File: src/rtl/seg7_pkg.sv
// seg7_pkg: shared segment type, blank constant and active-low hex font for seg7_mux.
package seg7_pkg;
  typedef logic [7:0] seg_t;
  localparam seg_t SEG_OFF = 8'hFF;
  localparam int DP_BIT = 0;
  function automatic seg_t seg7_font(input logic [3:0] hex);
    case (hex)
      4'h0: return 8'h03;
      4'h1: return 8'h9F;
      4'h2: return 8'h25;
      4'h3: return 8'h0D;
      4'h4: return 8'h99;
      4'h5: return 8'h49;
      4'h6: return 8'h41;
      4'h7: return 8'h1F;
      4'h8: return 8'h01;
      4'h9: return 8'h09;
      4'hA: return 8'h11;
      4'hB: return 8'hC1;
      4'hC: return 8'h63;
      4'hD: return 8'h85;
      4'hE: return 8'h61;
      default: return 8'h71;
    endcase
  endfunction
endpackage

File: src/rtl/seg7_mux_lzb.sv
// seg7_lzb: leading-zero suppression mask from the top digit down; digit 0 always kept.
module seg7_lzb #(
  parameter int N_DIGITS = 8
) (
  input  logic [4*N_DIGITS-1:0] data,
  input  logic [N_DIGITS-1:0]   dp,
  output logic [N_DIGITS-1:0]   mask
);
  logic lead;
  always_comb begin
    mask = '0;
    lead = 1'b1;
    for (int i = N_DIGITS - 1; i >= 0; i--) begin
      lead = lead && data[4*i+:4] == 4'h0 && !dp[i];
      mask[i] = lead && i != 0;
    end
  end
endmodule

File: src/rtl/seg7_mux.sv
// seg7_mux: multiplexed common-anode 7-seg driver with double buffering, guard time and PWM; SEG7_MUX_LZB_EN adds leading-zero blanking.
module seg7_mux
  import seg7_pkg::*;
#(
  parameter int N_DIGITS = 8,
  parameter int DIV_W    = 17,
  parameter int GUARD    = 64,
  parameter int BRIGHT_W = 4
) (
  input  logic                  clk,
  input  logic                  reset,
  input  logic [4*N_DIGITS-1:0] data,
  input  logic [N_DIGITS-1:0]   dp,
  input  logic [N_DIGITS-1:0]   blank,
  input  logic                  load,
  input  logic [BRIGHT_W-1:0]   bright,
  output logic                  frame,
  output logic [N_DIGITS-1:0]   an,
  output seg_t                  ca
);
  localparam int CW = $clog2(N_DIGITS);
  logic [DIV_W-1:0] pre;
  logic [CW-1:0] cur;
  logic pending;
  logic [4*N_DIGITS-1:0] stg_data, act_data;
  logic [N_DIGITS-1:0] stg_dp, stg_blank, act_dp, act_blank, eff_blank;
  logic tick, last, bnd, lit;
  seg_t glyph;
`ifdef SEG7_MUX_LZB_EN
  logic [N_DIGITS-1:0] lzb_mask;
  seg7_lzb #(.N_DIGITS(N_DIGITS)) u_lzb (.data(act_data), .dp(act_dp), .mask(lzb_mask));
  assign eff_blank = act_blank | lzb_mask;
`else
  assign eff_blank = act_blank;
`endif
  assign tick = &pre;
  assign last = cur == CW'(N_DIGITS - 1);
  assign bnd  = tick && last;
  assign lit  = pre >= DIV_W'(GUARD) && (&bright || pre[DIV_W-1 -: BRIGHT_W] < bright) && !eff_blank[cur];
  always_comb begin
    glyph = seg7_font(act_data[4*cur+:4]);
    glyph[DP_BIT] = ~act_dp[cur];
  end
  always_ff @(posedge clk or posedge reset) begin
    if (reset) begin
      pre       <= '0;
      cur       <= '0;
      pending   <= 1'b0;
      stg_data  <= '0;
      stg_dp    <= '0;
      stg_blank <= '0;
      act_data  <= '0;
      act_dp    <= '0;
      act_blank <= '1;
      frame     <= 1'b0;
      an        <= '1;
      ca        <= SEG_OFF;
    end else begin
      pre <= pre + 1'b1;
      if (tick) cur <= last ? '0 : cur + 1'b1;
      if (load) {stg_data, stg_dp, stg_blank} <= {data, dp, blank};
      // a load landing on the boundary bypasses staging so it is not a frame late
      if (bnd && (load || pending))
        {act_data, act_dp, act_blank} <= load ? {data, dp, blank} : {stg_data, stg_dp, stg_blank};
      pending <= bnd ? 1'b0 : (load || pending);
      frame   <= bnd;
      an      <= lit ? ~(N_DIGITS'(1) << cur) : '1;
      ca      <= lit ? glyph : SEG_OFF;
    end
  end
endmodule
File: config.mk
export PLATFORM = sky130hd
export DESIGN_NAME = seg7_mux
export DESIGN_NICKNAME = d
export VERILOG_FILES = /design/src/rtl/seg7_pkg.sv /design/src/rtl/seg7_mux_lzb.sv /design/src/rtl/seg7_mux.sv
export SDC_FILE = /design/constraint.sdc
export NUM_CORES = 1
export LEC_CHECK = 0
export ABC_AREA = 1
export BUFFER_PORTS_ARGS = -buffer_cell sky130_fd_sc_hd__buf_2
export CAP_MARGIN = 30
export CORE_AREA = 2 2 103 115
export DETAILED_ROUTE_END_ITERATION = 12
export DIE_AREA = 0 0 105 117
export GPL_TIMING_DRIVEN = 0
export HOLD_SLACK_MARGIN = 0.03
export PLACE_DENSITY = 0.84
export RECOVER_POWER = 100
export SKIP_CTS_REPAIR_TIMING = 1
export SYNTH_ARGS = -nofsm -noshare
export SYNTH_HDL_FRONTEND = slang
export SYNTH_SLANG_ARGS = --single-unit
File: constraint.sdc
create_clock -name clk -period 11.7 [get_ports clk]
set_input_delay 2.34 -clock clk [delete_from_list [all_inputs] [get_ports clk]]
set_output_delay 2.34 -clock clk [all_outputs]
set_load 0.005 [all_outputs]
# Word-level counts from Yosys, hierarchy flattened
# Memories as Yosys holds them, arrays and structs flattened.
# Index checks and enable logic that the tools add are counted.
word_totals:
  n_memories: 1
  regBits: 134
  word_cells: 41
  mem_bits_ro: 112
  inputBits: 55
mem_list:
  columns: ["name", "depth", "word_bits", "rd", "rd_clocked_by_memory_dff", "wr", "line_no", "text"]
  rows:
  - ["(no name shown)", 16, 7, 1, 0, 0, "seg7_pkg.sv:7", "case (hex)"]
op_classes:
  magnitude_cmp: 3
  shift: 2
  n_eq_ne: 1
  add_sub_neg: 2
  n_reduce_logical: 9
  bitwise_logic: 2
  n_mux: 9
op_table:
  columns: ["op", "n"]
  rows:
  - ["$mux 48", 1]
  - ["$shiftx 32x6->4", 1]
  - ["$add 17x1->17 const B", 1]
  - ["$ge 17x7->1 const B", 1]
  - ["$reduce_and 17->1", 1]
  - ["$mux 8", 2]
  - ["$not 8->8", 1]
  - ["$shl 1x3->8 const A", 1]
  - ["$bmux 1 s3", 2]
  - ["$logic_and 1x1->1", 4]
  - ["$lt 3x4->1 const B", 1]
  - ["$lt 4x4->1", 1]
  - ["$reduce_and 4->1", 1]
  - ["$add 3x1->3 const B", 1]
  - ["$eq 3x3->1 const B", 1]
  - ["$mux 1", 3]
  - ["$mux 3", 1]
  - ["$logic_or 1x1->1", 2]
  - ["$logic_not 1->1", 1]
  - ["$not 1->1", 1]

# Depth between registers and ports, before layout
depth:
  ltp_word: 5
  mapped_depth: 14
  depth_no_buf: 12

# Least setup slack after synthesis
# No wires, ideal clock.
synth_timing:
  path_kind: "input port to flip-flop"
  startpoint: "in bright[1]"
  endpoint: "reg ca[4]"
  setup_ps: 83
  path_stages: 10
  arrival_time_ps: 3152
  required_ps: 11617
  n_path_buf: 0
  slack_ps: 8466
  cell_sequence: "inv_1 ha_1 o21ai_0 nand2_1 nand2_1 nand2_1 nand2_1 nand2_2 inv_4 nand3_1"
synth_via:
  elab_chain_len: 5
  elab_cells_between_ends: 6
  cone_classes: "order compare: 1; mux: 1; reduce/logical: 4"
synth_lines:
  columns: ["element", "line_no", "text"]
  rows:
  - ["start: declaration", "seg7_mux.sv:16", "input logic [BRIGHT_W-1:0] bright,"]
  - ["$lt 4x4->1 / $reduce_and 4->1 (equally long branches)", "seg7_mux.sv:39", "assign lit = pre >= DIV_W'(GUARD) && (&bright || pre[DIV_W-1 -: BRIGHT_W] < bright) && !eff_blank[cur];"]
  - ["$logic_or 1x1->1 (*)", "seg7_mux.sv:39", null]
  - ["$logic_and 1x1->1 (*) (2 in a row)", "seg7_mux.sv:39", null]
  - ["$mux 8 (*)", "seg7_mux.sv:68", "ca <= lit ? glyph : SEG_OFF;"]
  - ["end signal: assignment", "seg7_mux.sv:68", null]
  - ["end: declaration", "seg7_mux.sv:19", "output seg_t ca"]
# Every way passes the cells marked *; elsewhere a longest branch is shown, timed or not.
# A chain may end at the register's enable or synchronous reset.

==> results.md <==
- Overall power consumption after layout is estimated at between 1 and 1.5 mW.
- The number of nets at the end of the flow is 863.
- The number of cells produced by synthesis is approximately 700.
- Of the cells placed in the final design, the portion with a size suffix greater than 1 is between 10% and 20%.
- During placement, the flow inserted port buffers numbering 71.
- The number of distinct standard cells referenced by the synthesized netlist is 27.
- The clock slew seen by the registers of the worst setup and hold paths is about 0.060 ns.
- Together, buffers and inverters on the worst path number 2.
- The final reports fail on capacitance limit, slew limit.
- The die boundary width is between 100 and 150 µm.
- The synthesized area per cell is ~8.6 µm².
- Dividing the detail-routed via count by the number of cells gives approximately 5.0.
- The post-detailed-placement half-perimeter wirelength is a little under 9 mm.
- The overall die area is approximately 0.012 mm².
- Subtracting the final worst setup slack from the clock period gives approximately 4.0 ns.
- The overall die height is ~120 µm.
- The critical path is of the in2async type.
- After synthesis the netlist holds a flip-flop and latch count of 134.
- The cell taking the most area after synthesis is dfrtp_1.
- The routed length per placed instance is between 10 and 15 µm.
- The pin count of the biggest net entering global routing is 69.
- The sequential element share of the synthesized area is between 50% and 60%.
- Setup repair after global routing left no endpoint under its margin.
- The required arrival time at the worst endpoint is approximately 12 ns.
- The worst slew margin relative to its limit is -93.1%.
- The largest fanout on the critical path is 67.
- slightly above 70 I/O pins were placed.
- Counting every sink on the clock net gives ~130.
- Clock tree synthesis inserted a total of 17 buffers.
- The cell leakage power is 3.63 nW.
- After synthesis the cells add up to 0.00601 mm².
- The flow ran to the end, but the final reports show violations.
- By area the synthesized netlist is led by dfrtp_1, nand2_1, dfstp_2.
- The fill cell total of the finished layout is 950.
- The pre-antenna-repair detailed-routing pass consisted of 4 iterations.
- TritonCTS built the clock tree.
- The root buffer cell is clkbuf_16.
- The area taken by multi-input logic gates is ~0.0022 mm².
- The post-synth net total is approximately 770.
- The core outline area is 0.0112 mm².
- Traced cell by cell, the critical path runs through buf_2 > clkinvlp_2.
- STA classifies the critical path startpoint as an input port.
- For this run, the number of Yosys warnings is 0.
- After the first detailed-routing iteration, the DRC count stood at between 300 and 400.
- The largest incremental delay on the critical path is 1.62 ns.
- Setup total negative slack on the finished layout was measured at 0 ns.
- For this configuration, the core starts out at a cell density of between 50% and 60%.
- The initial antenna violation count is 0.
- The proportion of netlist area held by the largest area contributor is between 40 and 50%.
- The total grt overflow is 0.
- The cell with the biggest individual delay on the critical path is clkinvlp_2.
- Power spread over the standard cell area amounts to between 150 and 200 mW/mm².
- Across the run, the number of max-cap violations was 1.
- At the pin with the least slew margin, the transition time is between 2 and 3 ns.
- The type of element capturing the critical path is an asynchronous set/reset pin.
- The first global-routing pass estimated approximately 22 mm of wire.
- No sink is reached through more buffers than the 2 on the longest clock path.
- For this block, the routed nets add up to 12.9 mm of wire.
- The last weighted congestion value of the routability-driven placer is approximately 0.87.
- The row count is 41.
- The worst min-delay path class is reg2reg.
- Grouping stages by cell kind, the critical path spends the most delay in buffers and inverters.
- The total area of sequential cells is around 0.0034 mm².
- The routed layout has approximately 4800 vias.
- The relative area change from synthesis to final layout is 18.3%.
- The detail route stage leaves a number of antenna-violating nets equal to 0.
- The worst-case clock skew is 0.00837 ns.
- CTS built an H-tree with a depth of 4.
- For this run, the total global-route usage over all layers was measured as 22.7%.
- After layout, the worst path uses 34.5% of the clock period.
- The via count of the first global-routing pass came to 4709.
- The count of final setup violators is 0.
- The count of endpoints failing hold in the final timing report is 0.
- The max-slew violation count came to 67.
- At the worst endpoint, the arrival time is about 4.1 ns.
- The maximum resistive drop on vdd is 0.0832 mV.
- The clock network latency to the later pin of the worst-skew pair is 0.42 ns.
- For this run, the top clock speed supported by timing is 247 MHz.
- The post-detailed-route DRC marker count is 0.
- The number of diodes is 0.
[power by group]
| part | total (mW) | internal (mW) | switching, mW | leakage, nW |
|---|---|---|---|---|
| combinational | 0.0685 | 0.0232 | 0.0453 | 1.71 |
| clock | 0.518 | 0.315 | 0.203 | 0.277 |
| sequential | 0.495 | 0.488 | 0.00718 | 1.64 |
| total | 1.08 | 0.826 | 0.256 | 3.63 |
[placed cells by master (no fill, tap or decap), types with 5 or more instances in the layout]
| cell type | count |
|---|---|
| a21oi_1 | 11 |
| a31oi_1 | 13 |
| buf_2 | 66 |
| clkbuf_1 | 29 |
| clkbuf_16 | 17 |
| clkinv_4 | 5 |
| dfrtp_1 | 110 |
| dfstp_2 | 24 |
| ha_1 | 18 |
| inv_1 | 58 |
| nand2_1 | 281 |
| nand3_1 | 55 |
| nor2_1 | 32 |
| o21ai_0 | 41 |
| xor2_1 | 8 |
[cell families after synthesis]
family	Yosys count	synth area share, %
AOI/OAI and AO/OA	65	5.74
xor gates and xnor gates	12	1.75
adders and majority gates	18	3.75
buffers and inverters	92	6.76
DFF	134	56.3
and+or+nand+nor	378	25.7
[worst paths after layout]
check / cells past startpoint / startpoint / endpoint / slack, ns
setup / recovery: 2 / reset / cur[2]$_DFFE_PP0N_ / 7.66
hold / removal: 2 / stg_data[12]$_DFFE_PP0P_ / stg_data[12]$_DFFE_PP0P_ / 0.47
setup reg to reg: 14 / pre[1]$_DFF_PP0_ / act_data[26]$_DFFE_PP0P_ / 8.18
hold reg to reg: 2 / stg_data[12]$_DFFE_PP0P_ / stg_data[12]$_DFFE_PP0P_ / 0.47
max in group clk: 7 / load / act_data[26]$_DFFE_PP0P_ / 7.85
min in group asynchronous: 2 / reset / stg_blank[5]$_DFFE_PP0P_ / 2.74
[cell usage after synthesis (all sizes together)]
master	instances
a21oi	11
a31oi	13
buf	20
clkbuf	8
dfrtp	110
dfstp	24
ha	18
inv	64
nand2	283
nand3	57
nand4	3
nor2	33
nor3	2
o21ai	41
xnor2	4
xor2	8
[tightest hold or removal path: stages (launching register included)]
cell,delay (ns)
dfrtp_1,0.32
nand2_1,0.05
nand2_1,0.06
[through the flow]
stage | hold WS (ns) | instances | utilization (%) | instance area [µm²] | setup slack (ns)
3_3_place_gp | 0.447 | 920 | 58.6 | 6560 | 4.53
6_report | 0.466 | 953 | 63.6 | 7110 | 7.66
3_5_place_dp | 0.455 | 921 | 58.9 | 6590 | 8.11
4_1_cts | 0.469 | 953 | 64.1 | 7170 | 8.30
5_1_grt | 0.479 | 953 | 63.6 | 7110 | 7.17
2_1_floorplan | 0.436 | 699 | - | 6010 | 5.82
[metal layers]
layer  track usage (%)  vias to the layer above  wire length, µm  part of all wire (%)
li1                  -                     2377                -                     -
met1              27.3                     2235             5570                    43
met2              39.6                      137             6390                    50
met3              4.43                       33              535                   4.2
met4              11.0                        0              361                   2.8
met5                 0                        -                0                     0
[flip-flops by register name, summed over array words and instances (netlist names)]
register,cells
pending,1
act_blank,8
stg_data,32
frame,1
stg_dp,8
cur,3
an,8
stg_blank,8
ca,8
act_dp,8
act_data,32
pre,17
[area by class of cell]
class / count / share of cell area [%]
sequential: 134 / 47.6
multi-input combinational: 473 / 31.0
clock buffer: 18 / 6.03
timing repair buffer: 72 / 5.21
inverter: 64 / 3.45
tap: 150 / 2.64
clock inverter: 14 / 2.16
buffer: 28 / 1.99
Power figures use the tool's default switching activity.
